--- config.mk ---
export PLATFORM = sky130hd
export DESIGN_NAME = inst_fetch_unit
export DESIGN_NICKNAME = d
export VERILOG_FILES = /design/src/rtl/inst_fetch_unit.sv
export SDC_FILE = /design/constraint.sdc
export NUM_CORES = 1
export LEC_CHECK = 0
export CAP_MARGIN = 30
export CORE_UTILIZATION = 35
export CTS_CLUSTER_SIZE = 14
export DETAILED_ROUTE_END_ITERATION = 8
export GPL_ROUTABILITY_DRIVEN = 0
export PLACE_DENSITY = 0.67
export SETUP_SLACK_MARGIN = 0.3
export SLEW_MARGIN = 10
export SYNTH_ARGS = -nofsm -noshare
export SYNTH_HDL_FRONTEND = slang
export SYNTH_SLANG_ARGS = --single-unit
export TNS_END_PERCENT = 20
--- constraint.sdc ---
create_clock -name i_clk -period 8.9 [get_ports i_clk]
set_input_delay 1.78 -clock i_clk [delete_from_list [all_inputs] [get_ports i_clk]]
set_output_delay 1.78 -clock i_clk [all_outputs]
set_load 0.01 [all_outputs]
--- src/rtl/inst_fetch_unit.sv ---
// Instruction fetch stage: sequential PC generation, 1-cycle synchronous imem reads,
// {pc, inst} pushes into the instruction queue with a 1-entry skid buffer for back-pressure.
module inst_fetch_unit #(
    parameter int unsigned     PC_W     = 32,
    parameter int unsigned     INST_W   = 32,
    parameter logic [PC_W-1:0] RESET_PC = '0,
    parameter logic [PC_W-1:0] PC_INC   = PC_W'(4),
    parameter logic [5:0]      HALT_OP  = 6'h3F
) (
    input  logic                     i_clk,
    input  logic                     i_reset,
    output logic                     o_im_rd_en,
    output logic [PC_W-1:0]          o_im_addr,
    input  logic [INST_W-1:0]        i_im_rdata,
    input  logic                     i_fifo_full,
    output logic                     o_fifo_w_en,
    output logic [PC_W+INST_W-1:0]   o_fifo_din,
    input  logic                     i_redirect_en,
    input  logic [PC_W-1:0]          i_redirect_pc,
    output logic                     o_fifo_flush,
    output logic                     o_halted
);

    localparam logic [0:0] ST_RUN    = 1'b0;
    localparam logic [0:0] ST_HALTED = 1'b1;

    logic [0:0]        r_state;
    logic [PC_W-1:0]   r_pc;
    logic              r_pending;
    logic [PC_W-1:0]   r_pend_pc;
    logic              r_skid_valid;
    logic [PC_W-1:0]   r_skid_pc;
    logic [INST_W-1:0] r_skid_inst;

    logic              w_src_valid;
    logic [PC_W-1:0]   w_src_pc;
    logic [INST_W-1:0] w_src_inst;
    logic              w_src_halt;
    logic              w_issue;
    logic              w_write;
    logic              w_capture;

    always_comb begin
        w_src_valid = r_skid_valid | r_pending;
        w_src_pc    = r_skid_valid ? r_skid_pc   : r_pend_pc;
        w_src_inst  = r_skid_valid ? r_skid_inst : i_im_rdata;
        // Opcode field inst[0:5] uses MSB-first bit numbering, i.e. the top six bits.
        w_src_halt  = w_src_valid && (w_src_inst[INST_W-1 -: 6] == HALT_OP);
        w_issue     = !i_reset && (r_state == ST_RUN) && !i_redirect_en && !r_skid_valid &&
                      !(r_pending && i_fifo_full) && !w_src_halt;
        w_write     = w_src_valid && !i_fifo_full && !i_redirect_en;
        // A response that cannot be written this cycle parks in the skid buffer.
        w_capture   = r_pending && (i_fifo_full || r_skid_valid);
    end

    assign o_im_rd_en   = w_issue;
    assign o_im_addr    = r_pc;
    assign o_fifo_w_en  = w_write;
    assign o_fifo_din   = {w_src_pc, w_src_inst};
    assign o_fifo_flush = i_redirect_en;
    assign o_halted     = (r_state == ST_HALTED);

    always_ff @(posedge i_clk or posedge i_reset) begin
        if (i_reset) begin
            r_state      <= ST_RUN;
            r_pc         <= RESET_PC;
            r_pending    <= 1'b0;
            r_pend_pc    <= '0;
            r_skid_valid <= 1'b0;
            r_skid_pc    <= '0;
            r_skid_inst  <= '0;
        end else if (i_redirect_en) begin
            r_state      <= ST_RUN;
            r_pc         <= i_redirect_pc;
            r_pending    <= 1'b0;
            r_skid_valid <= 1'b0;
        end else begin
            r_pending <= w_issue;
            if (w_issue) begin
                r_pend_pc <= r_pc;
                r_pc      <= r_pc + PC_INC;
            end
            if (w_capture) begin
                r_skid_valid <= 1'b1;
                r_skid_pc    <= r_pend_pc;
                r_skid_inst  <= i_im_rdata;
            end else if (w_write) begin
                r_skid_valid <= 1'b0;
            end
            if (w_write && w_src_halt) begin
                r_state <= ST_HALTED;
            end
        end
    end

endmodule

==> impl_metrics.ini <==
[global_route]
antenna_found_initial = 0
grt_pass1_wl_mm = 27.67
grt_max_degree = 76
grt-ovfl-total = 0
grt_pass1_vias = 5038
grt_usage = 0.1837

[final_layout]
final_common_cell = clkdlybuf4s50_1
finalNonFillerCells = 1000
final_cell_mix = clkdlybuf4s50_1, nand2_1, mux2_2, dfrtp_1, o21ai_0
finalNetCount = 827
antennaDiodeCount = 0
drive_gt1_frac = 0.2399
syn2layout_area_growth_pct = 39.06

[sta]
finalSetupTns_ns = 0
period_needed_ns = 5.746
worst_pin_slew_ns = 0.8549
period_share = 0.6456
fin_skew_ns = 0.007741
final-hold-violation-count = 0
final-max-slew-violation-count = 0
rsz0062_at_grt = false
slew_headroom = 0.4300
setup_violations = 0
max_freq_ghz = 0.1740

[detailed_routing]
routed_wl_mm = 17.14
route.detailed.drc = 36
wl_per_cell_um = 17.14
vias_per_cell = 5.183
drt-initial-drc-count = 294
via_count = 5183
ant_nets = 0
firstDrtPassIters = 7

[worst_hold_path]
hold_depth = 2
worstHoldStart = r_pend_pc[26]
hp-class = register to register
min_to = r_pend_pc[26]

[setup_path]
critPathLaunchType = input port
cpMaxStageDelayCell = buf_4
rr_startpoint = r_skid_valid
cpPeakStageDelay_ns = 0.64
critPathTopFamily = buffers and inverters
arrival_ns = 3.97
worstSetupPathType = input port to output pin
r2r_end = o_im_addr[10]
reg2reg_depth = 9
crit_required_ns = 7.12
cp_num_buf_inv = 4
path_cells = buf_2 -> nor4_1 -> o211ai_1 -> buf_4 -> inv_1 -> clkdlybuf4s50_1
endpoint_kind = output pin
critPathMaxFanout = 75
r2r_slack_ns = 5.58

[yosys]
syn_inst = 600
synth_warnings = 0
yosysTopAreaCellShare = 0.5032
yosysSeqAreaShare = 0.5032
yosysTopAreaCell = dfrtp_1
syn_area_per_cell_um2 = 10.86
synth_area_leaders = dfrtp_1, mux2_2, nand2_1
netlist_area_um2 = 6515
synth_cell_types = 41
synth_ff_type = dfrtp_1
synth_edf_count = 0
synthArstFlopShare = 1.000
syn-num-nets = 669
ys_seq_elements = 131

[clocking]
cts_buffer_depth = 2
postCtsSetupBuffers = 0
cts_tree = yes
htree_levels = 4
cts_made_buffers = 17
cts.repair.resized = 0
cts_root_buffer = clkbuf_16
clock_latency_ns = 0.41
holdBufCountCts = 0
clock-sinks = 131
clk_pin_slew_ns = 0.06

[floorplanning]
num_rows = 49
start_util = 0.3602
die_height_um = 138.4
fp.dieW_um = 138.4
io_pins = 168
die_area_um2 = 19160
core_um2 = 18090

[place]
dp_cells = 965
hpwl_mm = 11.31
io_buffer_count = 167

[status]
failed_checks = design-rule violations
outcome = finished with violations

[pwr]
power.density_nw_per_um2 = 221.4
finalPower_uw = 2006
p_leak_uw = 0.003849
peakVddDrop_v = 0.0001333

[run]
maxCapViolations = 0
worst max-delay path by stage:
stage                              from          to  slack (ns)  cells after the start
final                     i_redirect_en  o_im_rd_en        3.15                      6
after global routing      i_redirect_en  o_im_rd_en        2.97                      6
after detailed placement  i_redirect_en  o_im_rd_en        3.09                      6
after CTS                 i_redirect_en  o_im_rd_en        3.08                      6
after global placement    i_redirect_en  o_im_rd_en        3.00                      6
after floorplan                 i_reset    o_halted        3.62                      1
through the flow:
step / cell area, µm² / worst slack [ns] / hold slack [ns] / utilization
floorplan: 6515 / 3.622 / 0.4600 / -
global placement: 8349 / 3.005 / 0.4800 / 0.4616
detailed placement: 8349 / 3.087 / 0.4859 / 0.4616
CTS: 8985 / 3.082 / 0.5005 / 0.4968
global route: 9060 / 2.971 / 0.5105 / 0.5009
finish: 9060 / 3.154 / 0.4958 / 0.5009
cell type report:
type	count	area, µm²
fill	1632	9026
sequential	131	3282
multi-input combinational	425	3045
timing repair buffer	174	1772
clock buffer	19	452.9
tap	229	286.5
clock inverter	13	182.7
inverter	9	38.79
per-layer routing:
layer | share of wire | vias up | global-route usage
met5 | 0 | - | 0
met2 | 0.46 | 170 | 0.2891
li1 | - | 2455 | -
met3 | 0.072 | 11 | 0.05888
met4 | 0.0089 | 0 | 0.04849
met1 | 0.46 | 2547 | 0.2433
logic make-up (layout without fill, tap and decap cells):
| kind of cell | after synthesis | in the layout | synth area share |
|---|---|---|---|
| and+or+nand+nor | 222 | 222 | 0.1632 |
| adders and majority gates | 1 | 1 | 0.001920 |
| buffers and inverters | 44 | 215 | 0.03073 |
| DFF | 131 | 131 | 0.5032 |
| AOI/OAI and AO/OA | 71 | 71 | 0.07471 |
| muxes | 131 | 131 | 0.2262 |
cell usage after synthesis, drive strengths merged, types with 3 or more instances:
master,n
nand4,19
nor4,3
a21oi,6
o211ai,9
nor3,13
a22oi,3
a31oi,4
o21ai,25
a41oi,4
and2,4
clkbuf,6
o311ai,10
dfrtp,131
nand2,131
buf,29
nand3,21
nor2,26
inv,9
mux2,130
power by group:
part | total, µW | switching [µW] | internal, µW
Clock | 745 | 263 | 483
Sequential | 835 | 102 | 733
Combinational | 426 | 166 | 260
Total | 2010 | 531 | 1480
state kept, by name (all words and copies together), names as in the netlist:
name          flops
r_pend_pc        32
r_pending         1
o_im_addr        32
r_skid_inst      32
r_skid_valid      1
o_halted          1
r_skid_pc        32
worst reg2reg max path, stage by stage (launching register included):
cell	delay [ns]
dfrtp_4	0.69
buf_12	0.31
nor4_1	0.10
o211ai_1	0.15
buf_4	0.64
inv_2	0.12
buf_4	0.32
nor2_4	0.54
o21ai_0	0.18
o311ai_0	0.13
No activity file was read; power rests on OpenSTA's default activity.
